**src/rtl/ascon_cmd_ctrl.sv**
```systemverilog
// ascon_cmd_ctrl: command sequencer in front of ascon_core.
// Consumes a single 32-bit stream of instruction (INS) and data (DAT) words,
// drives the core's key/bdi ports and mode bits, forwards core output beats
// downstream and latches the tag-verification result.
// Ports:
//   clk, rst                      clock, synchronous active-high reset
//   cmd/cmd_valid/cmd_ready       INS/DAT input stream
//   key/key_valid/key_ready       key words to core
//   bdi/bdi_valid/bdi_ready,
//   bdi_type/eot/eoi/valid_bytes  block data to core
//   decrypt, hash                 registered mode bits to core
//   bdo*/bdo_ready                core output beat
//   out_*                         downstream output stream
//   auth/auth_valid/auth_ready    core tag result
//   auth_ok, auth_done            latched tag result, done flag
//   busy, err                     state != IDLE, sticky illegal-op flag
// Opcodes: DO_ENC=0 DO_DEC=1 DO_HASH=2 LD_KEY=3 LD_NONCE=4 LD_AD=5
//          LD_PT=6 LD_CT=7 LD_TAG=8, 9..F illegal.
// Data types: D_NULL=0 D_NONCE=1 D_AD=2 D_PTCT=3 D_TAG=4 D_HASH=5.
module ascon_cmd_ctrl #(
   parameter int unsigned LEN_W = 24,
   parameter int unsigned CCW   = 32,
   parameter int unsigned CCSW  = 32
) (
   input  logic             clk,
   input  logic             rst,
   input  logic [31:0]      cmd,
   input  logic             cmd_valid,
   output logic             cmd_ready,
   output logic [CCSW-1:0]  key,
   output logic             key_valid,
   input  logic             key_ready,
   output logic [CCW-1:0]   bdi,
   output logic             bdi_valid,
   input  logic             bdi_ready,
   output logic [3:0]       bdi_type,
   output logic             bdi_eot,
   output logic             bdi_eoi,
   output logic [3:0]       bdi_valid_bytes,
   output logic             decrypt,
   output logic             hash,
   input  logic [CCW-1:0]   bdo,
   input  logic [3:0]       bdo_type,
   input  logic             bdo_eot,
   input  logic             bdo_valid,
   output logic             bdo_ready,
   output logic [CCW-1:0]   out_data,
   output logic [3:0]       out_type,
   output logic             out_last,
   output logic             out_valid,
   input  logic             out_ready,
   input  logic             auth,
   input  logic             auth_valid,
   output logic             auth_ready,
   output logic             auth_ok,
   output logic             auth_done,
   output logic             busy,
   output logic             err
);

   localparam logic [3:0] OP_DO_ENC   = 4'h0;
   localparam logic [3:0] OP_DO_DEC   = 4'h1;
   localparam logic [3:0] OP_DO_HASH  = 4'h2;
   localparam logic [3:0] OP_LD_KEY   = 4'h3;
   localparam logic [3:0] OP_LD_NONCE = 4'h4;
   localparam logic [3:0] OP_LD_AD    = 4'h5;
   localparam logic [3:0] OP_LD_PT    = 4'h6;
   localparam logic [3:0] OP_LD_CT    = 4'h7;
   localparam logic [3:0] OP_LD_TAG   = 4'h8;

   localparam logic [3:0] D_NULL  = 4'h0;
   localparam logic [3:0] D_NONCE = 4'h1;
   localparam logic [3:0] D_AD    = 4'h2;
   localparam logic [3:0] D_PTCT  = 4'h3;
   localparam logic [3:0] D_TAG   = 4'h4;
   localparam logic [3:0] D_HASH  = 4'h5;

   typedef enum logic [1:0] {IDLE = 2'd0, LOAD = 2'd1, EMPTY = 2'd2} state_t;

   state_t           state, state_n;
   logic [LEN_W-1:0] rem, rem_n;
   logic [3:0]       op_r, op_n;
   logic             eoi_r, eoi_n;
   logic             decrypt_n, hash_n, err_n, auth_ok_n, auth_done_n;

   logic [3:0]       ins_op;
   logic             ins_eoi;
   logic [LEN_W-1:0] ins_len;
   logic             ins_is_ld;
   logic             last;
   logic [1:0]       pad;
   logic [31:0]      shifted;
   logic             fire;

   // Map a load opcode onto the core's data type.
   function automatic logic [3:0] map_type(input logic [3:0] op);
      case (op)
         OP_LD_NONCE:        map_type = D_NONCE;
         OP_LD_AD:           map_type = D_AD;
         OP_LD_PT, OP_LD_CT: map_type = D_PTCT;
         OP_LD_TAG:          map_type = D_TAG;
         default:            map_type = D_NULL;
      endcase
   endfunction

   assign ins_op    = cmd[31:28];
   assign ins_eoi   = cmd[24];
   assign ins_len   = cmd[LEN_W-1:0];
   assign ins_is_ld = (ins_op >= OP_LD_KEY) && (ins_op <= OP_LD_TAG);
   assign last      = (rem <= LEN_W'(4));
   // Partial last word: valid bytes are left-aligned, pad = missing bytes.
   assign pad       = 2'(3'd4 - rem[2:0]);
   assign shifted   = cmd << {pad, 3'b000};

   // Output path is a pure pass-through, filtered by type.
   assign bdo_ready = out_ready;
   assign out_data  = bdo;
   assign out_type  = bdo_type;
   assign out_last  = bdo_eot;
   assign out_valid = bdo_valid &
                      ((bdo_type == D_PTCT) || (bdo_type == D_TAG) || (bdo_type == D_HASH));

   assign busy = (state != IDLE);

   // State and control registers.
   always_ff @(posedge clk) begin
      if (rst) begin
         state     <= IDLE;
         rem       <= '0;
         op_r      <= OP_DO_ENC;
         eoi_r     <= 1'b0;
         decrypt   <= 1'b0;
         hash      <= 1'b0;
         err       <= 1'b0;
         auth_ok   <= 1'b0;
         auth_done <= 1'b0;
      end else begin
         state     <= state_n;
         rem       <= rem_n;
         op_r      <= op_n;
         eoi_r     <= eoi_n;
         decrypt   <= decrypt_n;
         hash      <= hash_n;
         err       <= err_n;
         auth_ok   <= auth_ok_n;
         auth_done <= auth_done_n;
      end
   end

   // Next-state and core-side handshake logic.
   always_comb begin
      state_n         = state;
      rem_n           = rem;
      op_n            = op_r;
      eoi_n           = eoi_r;
      decrypt_n       = decrypt;
      hash_n          = hash;
      err_n           = err;
      auth_ok_n       = auth_ok;
      auth_done_n     = auth_done;
      cmd_ready       = 1'b0;
      key             = '0;
      key_valid       = 1'b0;
      bdi             = '0;
      bdi_valid       = 1'b0;
      bdi_type        = D_NULL;
      bdi_eot         = 1'b0;
      bdi_eoi         = 1'b0;
      bdi_valid_bytes = 4'h0;
      auth_ready      = 1'b0;
      fire            = 1'b0;

      case (state)
         IDLE: begin
            cmd_ready = 1'b1;
            if (cmd_valid) begin
               auth_done_n = 1'b0;
               if (ins_op == OP_DO_ENC) begin
                  decrypt_n = 1'b0;
                  hash_n    = 1'b0;
               end else if (ins_op == OP_DO_DEC) begin
                  decrypt_n = 1'b1;
                  hash_n    = 1'b0;
               end else if (ins_op == OP_DO_HASH) begin
                  decrypt_n = 1'b0;
                  hash_n    = 1'b1;
               end else if (ins_is_ld) begin
                  op_n  = ins_op;
                  eoi_n = ins_eoi;
                  if (ins_len != '0) begin
                     rem_n   = ins_len;
                     state_n = LOAD;
                  end else if (ins_eoi) begin
                     state_n = EMPTY;
                  end
               end else begin
                  err_n = 1'b1;
               end
            end
         end

         LOAD: begin
            bdi             = last ? CCW'(shifted) : CCW'(cmd);
            bdi_valid_bytes = last ? {rem >= LEN_W'(4), rem >= LEN_W'(3),
                                      rem >= LEN_W'(2), rem >= LEN_W'(1)} : 4'hF;
            bdi_eot         = last;
            bdi_eoi         = last & eoi_r;
            auth_ready      = (op_r == OP_LD_TAG);
            if (op_r == OP_LD_KEY) begin
               key       = CCSW'(cmd);
               key_valid = cmd_valid;
               cmd_ready = key_ready;
            end else begin
               bdi_valid = cmd_valid;
               cmd_ready = bdi_ready;
               bdi_type  = map_type(op_r);
            end
            fire = cmd_valid & cmd_ready;
            if (fire) begin
               rem_n = last ? '0 : rem - LEN_W'(4);
               if (last) state_n = IDLE;
            end
         end

         EMPTY: begin
            bdi_valid = 1'b1;
            bdi_eot   = 1'b1;
            bdi_eoi   = 1'b1;
            bdi_type  = hash ? D_AD : map_type(op_r);
            if (bdi_ready) state_n = IDLE;
         end

         default: state_n = IDLE;
      endcase

      if (auth_valid && auth_ready) begin
         auth_ok_n   = auth;
         auth_done_n = 1'b1;
      end

      // Reset aborts any load in progress: no beat may transfer this cycle.
      if (rst) begin
         cmd_ready  = 1'b0;
         key_valid  = 1'b0;
         bdi_valid  = 1'b0;
         auth_ready = 1'b0;
      end
   end

endmodule

```
**config.mk**
```make
export PLATFORM = sky130hd
export DESIGN_NAME = ascon_cmd_ctrl
export DESIGN_NICKNAME = d
export VERILOG_FILES = /design/src/rtl/ascon_cmd_ctrl.sv
export SDC_FILE = /design/constraint.sdc
export NUM_CORES = 1
export LEC_CHECK = 0
export BUFFER_PORTS_ARGS = -buffer_cell sky130_fd_sc_hd__buf_2
export CORE_UTILIZATION = 29
export DETAILED_ROUTE_END_ITERATION = 10
export GPL_TIMING_DRIVEN = 1
export PLACE_DENSITY = 0.6
export REMOVE_ABC_BUFFERS = 1
export SETUP_SLACK_MARGIN = 0.02
export SKIP_LAST_GASP = 1
export SYNTH_ARGS = -nofsm -noshare
export SYNTH_HDL_FRONTEND = slang
export SYNTH_SLANG_ARGS = --single-unit
export TNS_END_PERCENT = 50
```
**constraint.sdc**
```tcl
create_clock -name clk -period 2.2 [get_ports clk]
set_input_delay 0 -clock clk [delete_from_list [all_inputs] [get_ports clk]]
set_output_delay 0 -clock clk [all_outputs]
set_load 0.01 [all_outputs]
```
# Word level (Yosys, flattened, before mapping)
# Index checks and enable logic that the tools add are counted.
# classes
addsub	2
n_lt_le_gt_ge	7
eq_ne	23
shift	1
muxes	53
bitwise_logic	7
reduce_logical	19
# ops
op	count
24-bit 2-to-1 mux	8
32-bit 2-to-1 mux	4
24-bit by 2-bit >= comparator with 1-bit output (second input constant)	2
24-bit one-hot mux with 2 select lines	1
32-bit by 5-bit left shift with 32-bit output	1
4-bit by 3-bit == test with 1-bit output (second input constant)	6
24-bit by 1-bit >= comparator with 1-bit output (second input constant)	1
24-bit by 3-bit >= comparator with 1-bit output (second input constant)	1
24-bit by 3-bit less-or-equal comparator with 1-bit output (second input constant)	1
24-bit nonzero test	1
24-bit by 3-bit subtractor with 24-bit output (second input constant)	1
2-bit 2-to-1 mux	10
1-bit 2-to-1 mux	19
2-bit inequality test (second input constant)	9
4-bit by 2-bit == test with 1-bit output (second input constant)	3
4-bit 2-to-1 mux	3
3-bit one-hot mux with 4 select lines	1
6-bit AND reduction	2
9-bit AND reduction	1
1-bit one-hot mux with 2 select lines	4
4-bit one-hot mux with 2 select lines	1
8-bit AND reduction	1
2-bit nonzero test	4
2-bit one-hot mux with 3 select lines	1
other kinds (19)	26
# totals
reg_bits	36
word_cells	121

# Longest topological paths before layout
# Gate-level depths: netlist of the first run.
# depth
word_depth	8
depth_mapped	10
depth_no_buf	8

# Worst setup path after synthesis of the first run
# Ideal clock, no wire load.
# synth_timing
path_type	register to output
startpoint	register rem[0]
endpoint	output port bdi[20]
arrival_time_ns	2.436
required_time_ns	2.200
path_slack_ns	-0.236
stages_incl_launch_ff	11
n_path_buf	4
cell_sequence	dfxtp_1 -> clkbuf_1 -> inv_1 -> clkbuf_1 -> ha_1 -> clkbuf_1 -> buf_2 -> mux2i_1 -> o22ai_1 -> nor2_1 -> nor3_1
# synth_via
elab_chain_cells	4
elab_cells_between_ends	5
cone_classes	add/sub (1); order compare (1); shift (1); mux (2)
# synth_rtl
item	line_no	rtl
start: declaration	81	logic [LEN_W-1:0] rem, rem_n;
start signal: assignment	139	rem <= rem_n;
1-bit by 2-bit subtractor with 2-bit output	112	assign pad = 2'(3'd4 - rem[2:0]);
32-bit by 5-bit left shift with 32-bit output	113	assign shifted = cmd << {pad, 3'b000};
32-bit 2-to-1 mux (*)	203	bdi = last ? CCW'(shifted) : CCW'(cmd);
32-bit 2-to-1 mux (*)	173	case (state)
end: declaration	33	output logic [CCW-1:0] bdi,
# Every way passes the cells marked *; elsewhere a longest branch is shown, timed or not.

# Final worst setup path of the first run
# layout_timing
startpoint	register rem[2]
endpoint	register rem[2]
# layout_via
elab_chain_cells	4
elab_cells_between_ends	5
cone_classes	add/sub (1); order compare (1); mux (3)
# layout_rtl
item	line_no	rtl
24-bit by 3-bit subtractor with 24-bit output / 24-bit by 3-bit less-or-equal comparator with 1-bit output (equally long branches)	220, 110	
24-bit 2-to-1 mux (*)	220	rem_n = last ? '0 : rem - LEN_W'(4);
24-bit 2-to-1 mux (*)	219	if (fire) begin
24-bit one-hot mux with 2 select lines (*)	173	
# Every way passes the cells marked *; elsewhere a longest branch is shown, timed or not. The select of a mux whose other input is x is not followed.
# A chain may end at the register's enable or synchronous reset.

==> metrics.txt, run 1 <==
status=finished with violations; failing checks=negative setup slack; critical path's slowest cell=nor2_2; Worst EP arrival=2530 ps; Worst Hold Class=input port to primary output; synth cell count leaders=nand2_1 (70), nor2_1 (52), a21oi_1 (44), and3_1 (44), buf_4 (39); EDFF count, synth=0; MaxCap Viol Count=0; total number of yosys warnings=0; Setup CP Type=register to register; first-pass GRT wire length=26.9 mm; Buf/Inv on CP=4; Compound-Gate Fraction of Synth Area=0.195; drt wl/cell=20.1 um; Cells after Synth=565; vias in the first global route=4617; final worst slack=-147 ps; routability congestion estimate=0.938; ant diodes=0; fmax=0.426 GHz; CP endpoint kind=register; top-count cell post-synth=nand2_1; drc violations=0; Max rail drop VDD=0.660 mV; clk sinks=36; top-area cell type share of the netlist area=0.186; dpl cells=867; Sequential Area=733 sq um; Final setup viols=40; Post-synth top flop=dfxtp_1; Die Ht=118 um; largest family of logic cells by synthesized area=simple AND/OR/NAND/NOR gates; CTS tree=yes; CP Launch Type=register; Top delay family on crit path=simple AND/OR/NAND/NOR gates; worst skew pair latency=280 ps; total grt overflow=0; Buffers on Ports=131; detailed placement HPWL=13.4 mm; Synth-to-Final Area Change=43.1%; critical path's largest stage delay=600 ps; pwr/cell area=1310 nW/um^2; Die W=118 um; Via density=5.62; mapped cell area=3870 sq um; drt pass-1 iters=5; initial cell density of the core=0.302; crit path max fanout=16; Multi-input gate area=2810 sq um; Slew Limit Fails=0; via count=5039; Synth cell types=64; detailed router's first-iteration violation count=500; row count=41; Required @ worst endpoint=2390 ps; Avg Inst Size Synth=6.85 sq um; Tot GR Track Use=0.252; Final Non-Filler Cells=897; core box area=12800 sq um; fin crit share=1.07; simple-gate area share of the yosys netlist=0.377; Tmin final=2350 ps; post-synthesis adder-cell area fraction=0.0258; Seq cells post-synth=36; Final Cell Area=5540 sq um; RSZ-0062 raised after global routing=true; CTS buffer count=5; P_leak=2.67 nW; Worst-Margin Slew=784 ps; clk buf depth=2; Synth area leaders=dfxtp_1 (19%), buf_4 (7.6%), and3_1 (7.1%); CTS Root Cell=clkbuf_16; # fillers=1320; initial antenna violation count=0; Post-DP Area=4890 sq um; mux cell area share after synthesis=0.0682; share of post-route cells with drive strength above 1=0.410; Worst Clk Skew=9.14 ps; largest net degree at the start of global routing=38; relative slew slack=0.476; IO Count=201; ANT nets after route=0; sequential fraction of the synthesis area=0.186; final WL=18.0 mm; Hold WS=0.108 ps; count of final hold-check violations=0; Yosys top cell by area=dfxtp_1; nets=810; CP dominant cell by count=buf_4; xor/xnor share of the synthesized area=0; H-tree levels=2; crit-path cells=inv_2, ha_4, nor2b_4, nand3_2, buf_6, a211oi_4, buf_4, buf_4, nor2_2, a221oi_1, a211oi_1; Die ar.=13800 sq um; fraction of registers with async set/reset=0; Clock transition at path regs=60 ps
[what timing repair did]
item                       in CTS  in global routing
pin swaps                      23                  8
resized for setup              57                 17
hold buffers                    1                  0
cloned                          2                  0
buffers inserted               15                  6
setup endpoints to repair      38                 58
hold endpoints to repair        1                  0
[stage by stage]
| stage | worst slack (ps) | util | TNS (ps) | power [mW] |
|---|---|---|---|---|
| after floorplan | -1330 | - | -46910 | 3.41 |
| after global placement | -188 | 0.381 | -2590 | 5.43 |
| after detailed placement | -221 | 0.381 | -3450 | 5.44 |
| after CTS | -102 | 0.423 | -1390 | 6.85 |
| after global routing | -282 | 0.432 | -9780 | 7.67 |
| final | -147 | 0.432 | -3330 | 7.24 |
[routing by layer]
layer / track usage / vias up / share of wire
met5: 0.0404 / - / 0.0030
li1: - / 2311 / -
met1: 0.323 / 2344 / 0.41
met4: 0.0929 / 2 / 0.033
met3: 0.109 / 46 / 0.13
met2: 0.366 / 336 / 0.42
[worst reg2reg max path, cell delays in order (launching register included)]
cell and delay (ps):
dfxtp_2 340, inv_2 50, ha_4 150, nor2b_4 120, nand3_2 80, buf_6 110
a211oi_4 70, buf_4 150, buf_4 140, nor2_2 600, a221oi_1 170, a211oi_1 260
[area by class of cell]
cell class,instances,area share
clock buffers,7,0.0239
repair buffers,233,0.280
flip-flops and latches,36,0.132
multi-input cells,425,0.508
clock inverters,1,0.00158
inverters,23,0.0156
well taps,172,0.0388
[state kept, by name, summed over array words and instances, names as in the netlist]
| register | count |
|---|---|
| rem | 24 |
| decrypt | 1 |
| eoi_r | 1 |
| auth_done | 1 |
| err | 1 |
| auth_ok | 1 |
| op_r | 4 |
| state | 2 |
| hash | 1 |
[power by group]
part           switching [mW]  total [mW]  internal (mW)  leakage (nW)
Combinational            3.04        5.55           2.51          2.31
Clock                   0.292       0.716          0.423        0.0681
Sequential              0.158       0.970          0.812         0.297
Total                    3.49        7.24           3.75          2.67
[path summary, 6_finish.rpt]
path | to | depth (start not counted) | startpoint | slack, ps
setup / recovery | rem[2] | 11 | rem[2] | -150
hold / removal | out_data[15] | 0 | bdo[15] | 0.1
setup reg to reg | rem[2] | 11 | rem[2] | -150
hold reg to reg | auth_done | 2 | auth_done | 470
[layout by cell type (no fill, tap or decap), types with 6 or more instances in the layout]
cell and instances:
a21oi_1 37, a21oi_2 7, and3_1 44, buf_2 130, buf_4 85, buf_6 13, dfxtp_1 30, inv_1 20
mux2i_1 22, nand2_1 65, nand2b_1 9, nand3_1 8, nor2_1 45, nor2b_1 6, nor3_1 27, nor4_1 14
o21ai_0 10, o22ai_1 9, o32ai_1 13
[cells by family after synthesis]
logic type | after synthesis
compound gates | 115
fa+ha+maj | 8
buf+inv | 104
flops | 36
mux | 26
other cells | 1
simple gates | 275
Power figures use the tool's default switching activity.
==> inputs of run 2 (changes only) <==
--- a/config.mk
+++ b/config.mk
@@ -11,7 +11,7 @@
 export GPL_TIMING_DRIVEN = 1
 export PLACE_DENSITY = 0.6
 export REMOVE_ABC_BUFFERS = 1
-export SETUP_SLACK_MARGIN = 0.02
+export SETUP_SLACK_MARGIN = 0.2
 export SKIP_LAST_GASP = 1
 export SYNTH_ARGS = -nofsm -noshare
 export SYNTH_HDL_FRONTEND = slang
==> run 2 against run 1 <==
Compared with the run above: the flow still finishes with violations (negative setup slack); count of clock-buffer cells in the layout unchanged; hold slack hardly changed; fmax up 0.19%; critical endpoint unchanged; combinational power up 0.9%; clock power is 0.7% higher; largest power group unchanged; global-route usage up 0.083 points.
==> metrics.txt, run 2 (synthesized netlist as in run 1, its figures left out) <==
final WL=18.2 mm; critical path's largest stage delay=610 ps; total grt overflow=0; status=finished with violations; Tmin final=2340 ps; initial antenna violation count=0; detailed placement HPWL=13.4 mm; Max rail drop VDD=0.711 mV; CTS Root Cell=clkbuf_16; vias in the first global route=4687; Worst EP arrival=2530 ps; worst skew pair latency=290 ps; ant diodes=0; detailed router's first-iteration violation count=448; critical path's slowest cell=nor2_2; pre-CTS setup slack=-221 ps; fin crit share=1.06; Top delay family on crit path=simple AND/OR/NAND/NOR gates; relative slew slack=0.459; Worst-Margin Slew=811 ps; initial cell density of the core=0.302; Required @ worst endpoint=2390 ps; Largest register FFs=24; ANT nets after route=0; CP Launch Type=register; via count=5035; Die W=118 um; Clock transition at path regs=60 ps; clk buf depth=2; Synth-to-Final Area Change=44.3%; Buf/Inv on CP=4; pwr/cell area=1310 nW/um^2; Final setup viols=38; core box area=12800 sq um; CTS tree=yes; H-tree levels=2; crit-path cells=inv_2, ha_4, nor2b_4, nand3_2, buf_6, a211oi_4, buf_6, buf_4, nor2_2, a221oi_1, a211oi_1; RSZ-0062 raised after global routing=true; Worst Hold Class=input port to primary output; Buffers on Ports=131; Slew Limit Fails=0; MaxCap Viol Count=0; IO Count=201; share of post-route cells with drive strength above 1=0.428; count of final hold-check violations=0; P_leak=2.67 nW; Tot GR Track Use=0.253; drc violations=0; clk sinks=36; final worst slack=-143 ps; Setup CP Type=register to register; Via density=5.61; Die ar.=13800 sq um; drt pass-1 iters=5; largest net degree at the start of global routing=38; CP endpoint kind=register; total power draw=7.30 mW; failing checks=negative setup slack; fmax=0.427 GHz; largest register by flop count=rem; commonest non-fill, non-tap cell in the layout=buf_2; most frequent cells in the layout=buf_2 (128), buf_4 (83), nand2_1 (63); drt wl/cell=20.2 um; nets=811; Die Ht=118 um; CTS buffer count=5; Regs by FF count=rem (24), op_r (4), state (2); crit path max fanout=16; row count=41; CP dominant cell by count=buf_6; first-pass GRT wire length=27.0 mm; Worst Clk Skew=10.5 ps; routability congestion estimate=0.938
## run 2: cell types whose count changed in the layout (fill, tap and decap cells not counted), sizes merged
| cell | delta |
|---|---|
| buf | +2 |
| bufbuf | -1 |
## run 2: area by class of cell
type / count / area [sq um]
clock buffers: 7 / 133
clock inverters: 1 / 8.76
fillers: 1312 / 7240
inverters: 23 / 86.3
multi-input cells: 425 / 2840
flip-flops and latches: 36 / 736
well taps: 172 / 215
repair buffers: 234 / 1570
## run 2: final timing paths
path | from | to | slack (ps) | cells past startpoint
worst max register to register | rem[2] | rem[2] | -140 | 11
worst min register to register | auth_done | auth_done | 470 | 2
worst min-delay path | bdo[15] | out_data[15] | 0.1 | 0
worst max-delay path | rem[2] | rem[2] | -140 | 11
## run 2: report_power, final
group          switching (mW)  internal [mW]
Combinational            3.06           2.55
Clock                   0.297          0.424
Sequential              0.163          0.815
## run 2: per-layer routing
layer  part of all wire  GRT usage
met4              0.032     0.0857
met1               0.41      0.315
met2               0.43      0.380
met5             0.0030     0.0404
met3               0.12      0.112
## run 2: stage by stage
stage          instance area (sq um)  instances   util  setup TNS (ps)  hold slack (ps)
5_1_grt                         5590        898  0.436           -7290           0.0796
4_1_cts                         5490        897  0.428           -1800            0.143
6_report                        5590        898  0.436           -3060            0.104
2_1_floorplan                   3390        484      -          -46910                0
3_5_place_dp                    4890        867  0.381           -3450            0.143
3_3_place_gp                    4890        867  0.381           -2590            0.143
## run 2: what timing repair did
action / in CTS / in global routing
gates resized for setup: 67 / 24
cloned: 3 / 0
setup endpoints to repair: 62 / 62
buffers inserted: 18 / 1
endpoints found under the hold margin: 1 / 0
pin swaps: 27 / 6
hold buffers: 1 / 0
==> inputs of run 3 (changes only) <==
--- a/config.mk
+++ b/config.mk
@@ -10,7 +10,6 @@
 export DETAILED_ROUTE_END_ITERATION = 10
 export GPL_TIMING_DRIVEN = 1
 export PLACE_DENSITY = 0.6
-export REMOVE_ABC_BUFFERS = 1
 export SETUP_SLACK_MARGIN = 0.2
 export SKIP_LAST_GASP = 1
 export SYNTH_ARGS = -nofsm -noshare
==> run 3 against run 2 <==
Compared with the run above: the flow still finishes with violations (negative setup slack); utilization is 0.088 points lower; wire length is 11% lower; non-clock buffer count fell by 8; sequential cell count stayed put; via count fell by 3.1%; final cell count down 0.89%; first-iteration DRC count rose by 11%; count of clock-buffer cells in the layout stayed put; register-to-register slack gained 110 ps; sequential share of layout area shrank 0.063 points; global-route usage fell by 3.4 points; critical endpoint is now bdi[30].
==> metrics.txt, run 3 (synthesized netlist as in run 1, its figures left out) <==
status=finished with violations; failing checks=negative setup slack; Comb pwr share=0.768; Slew Limit Fails=0; Die Ht=118 um; clk buf depth=2; Net Sw Frac=0.476; Max rail drop VDD=0.635 mV; Seq pwr share=0.132; ant diodes=0; total grt overflow=0; wl on met1=6.90 mm; nets=804; DR top layer=met4; P_leak=2.65 nW; row count=41; largest register by flop count=rem; H-tree levels=2; vias in the first global route=4312; CTS buffer count=5; Worst R2R Path Depth=11; Largest register FFs=24; relative slew slack=0.551; Hold WS=0.00391 ps; Hold Path Sink=out_data[26]; detailed router's first-iteration violation count=499; Required @ worst endpoint=2200 ps; initial antenna violation count=0; critical path's slowest cell=dfxtp_4; MaxCap Viol Count=0; CP endpoint kind=primary output; Buffers on Ports=131; clk sinks=36; Buf/Inv on CP=4; crit path max fanout=4; CP Launch Type=register; register-to-register setup slack=-30 ps; IO Count=201; hold path start=bdo[26]; Worst-Margin Slew=665 ps; Regs by FF count=rem (24), op_r (4), state (2); total power draw=7.44 mW; most frequent cells in the layout=buf_2 (126), buf_4 (74), nand2_1 (60); routability congestion estimate=0.896; Met3 Routed Length=1.51 mm; via count=4877; crit-path cells=nor4_4, buf_4, nand2b_4, nor4_4, or2_4, buf_6, buf_6, a31oi_1, nor2_1, buf_2; Clock Power Share=0.100; WHS Path Cells=0; CTS Root Cell=clkbuf_16; CTS tree=yes; fin crit share=1.04; metal2 WL=7.46 mm; initial cell density of the core=0.302; Final Cell Area=5580 sq um; reg2reg start=rem[9]; Final Non-Filler Cells=890; Setup CP Type=register to primary output; worst reg2reg path endpoint=rem[5]; Tmin final=2290 ps; Synth-to-Final Area Change=44.0%; Psw=3.54 mW; fmax=0.437 GHz; detailed placement HPWL=11.7 mm; first-pass GRT wire length=24.2 mm; largest net degree at the start of global routing=42; dpl cells=861; drt wl/cell=18.3 um; Die ar.=13800 sq um; Setup Total Neg Slack=-1190 ps; Die W=118 um; critical path's largest stage delay=350 ps; Worst EP arrival=2290 ps; Post-DP Area=4860 sq um; drt pass-1 iters=5; internal power=3.90 mW; pwr/cell area=1330 nW/um^2; syn_nets=651; RSZ-0062 raised after global routing=true; Top delay family on crit path=simple AND/OR/NAND/NOR gates; core box area=12800 sq um; drc violations=0; worst skew pair latency=280 ps; Via density=5.48; final worst slack=-87.4 ps; Clock transition at path regs=60 ps; share of post-route cells with drive strength above 1=0.423; Worst Hold Class=input port to primary output; final WL=16.2 mm; Tot GR Track Use=0.218; ANT nets after route=0; commonest non-fill, non-tap cell in the layout=buf_2; fin util=0.435; pre-CTS setup slack=-65.5 ps; count of final hold-check violations=0; Worst Clk Skew=4.87 ps; Final setup viols=35
==> run 3: worst max-delay path by stage <==
stage / startpoint / end / slack, ps / cells after the start
4_1_cts: rem[8] / bdi[28] / -50 / 10
2_1_floorplan: rem[2] / rem[16] / 180 / 7
6_report: rem[19] / bdi[30] / -90 / 10
3_3_place_gp: cmd[22] / rem[17] / -50 / 7
5_1_grt: rem[19] / bdi[28] / -190 / 10
3_5_place_dp: cmd[22] / rem[8] / -70 / 7
==> run 3: timing repair <==
item                                    CTS  global route
gates resized for setup                  47            50
setup buffers                            10             8
hold endpoints to repair                  1             0
gates cloned                              2             1
endpoints found under the setup margin   61            66
hold buffers                              1             0
pin swaps                                33            16
==> run 3: layout make-up <==
type	count	area (sq um)
fill	1332	7250
multi-input combinational	426	2900
timing repair buffer	226	1490
sequential	36	731
tap	172	215
clock buffer	7	153
inverter	23	86.3
==> run 3: worst reg2reg max path, delay by kind of cell, from the launching register on <==
family                 cells  cell delay [ps]
buffers and inverters      5              700
flip-flops                 1              430
AND/OR/NAND/NOR            3              570
AO/OA/AOI/OAI              3              420
==> run 3: routing by layer <==
| metal | vias up | GRT usage |
|---|---|---|
| met5 | - | 0 |
| met4 | 0 | 0.0705 |
| met3 | 37 | 0.0320 |
| met2 | 281 | 0.352 |
| met1 | 2258 | 0.297 |
| li1 | 2301 | - |
==> run 3: power groups by stage <==
stage	Clock (mW)	Combinational (mW)	Sequential, mW
finish	0.743	5.71	0.982
global route	0.784	6.12	0.995
CTS	0.757	5.02	0.964
detailed placement	0	4.48	0.958
global placement	0	4.48	0.956
floorplan	0	2.77	0.949
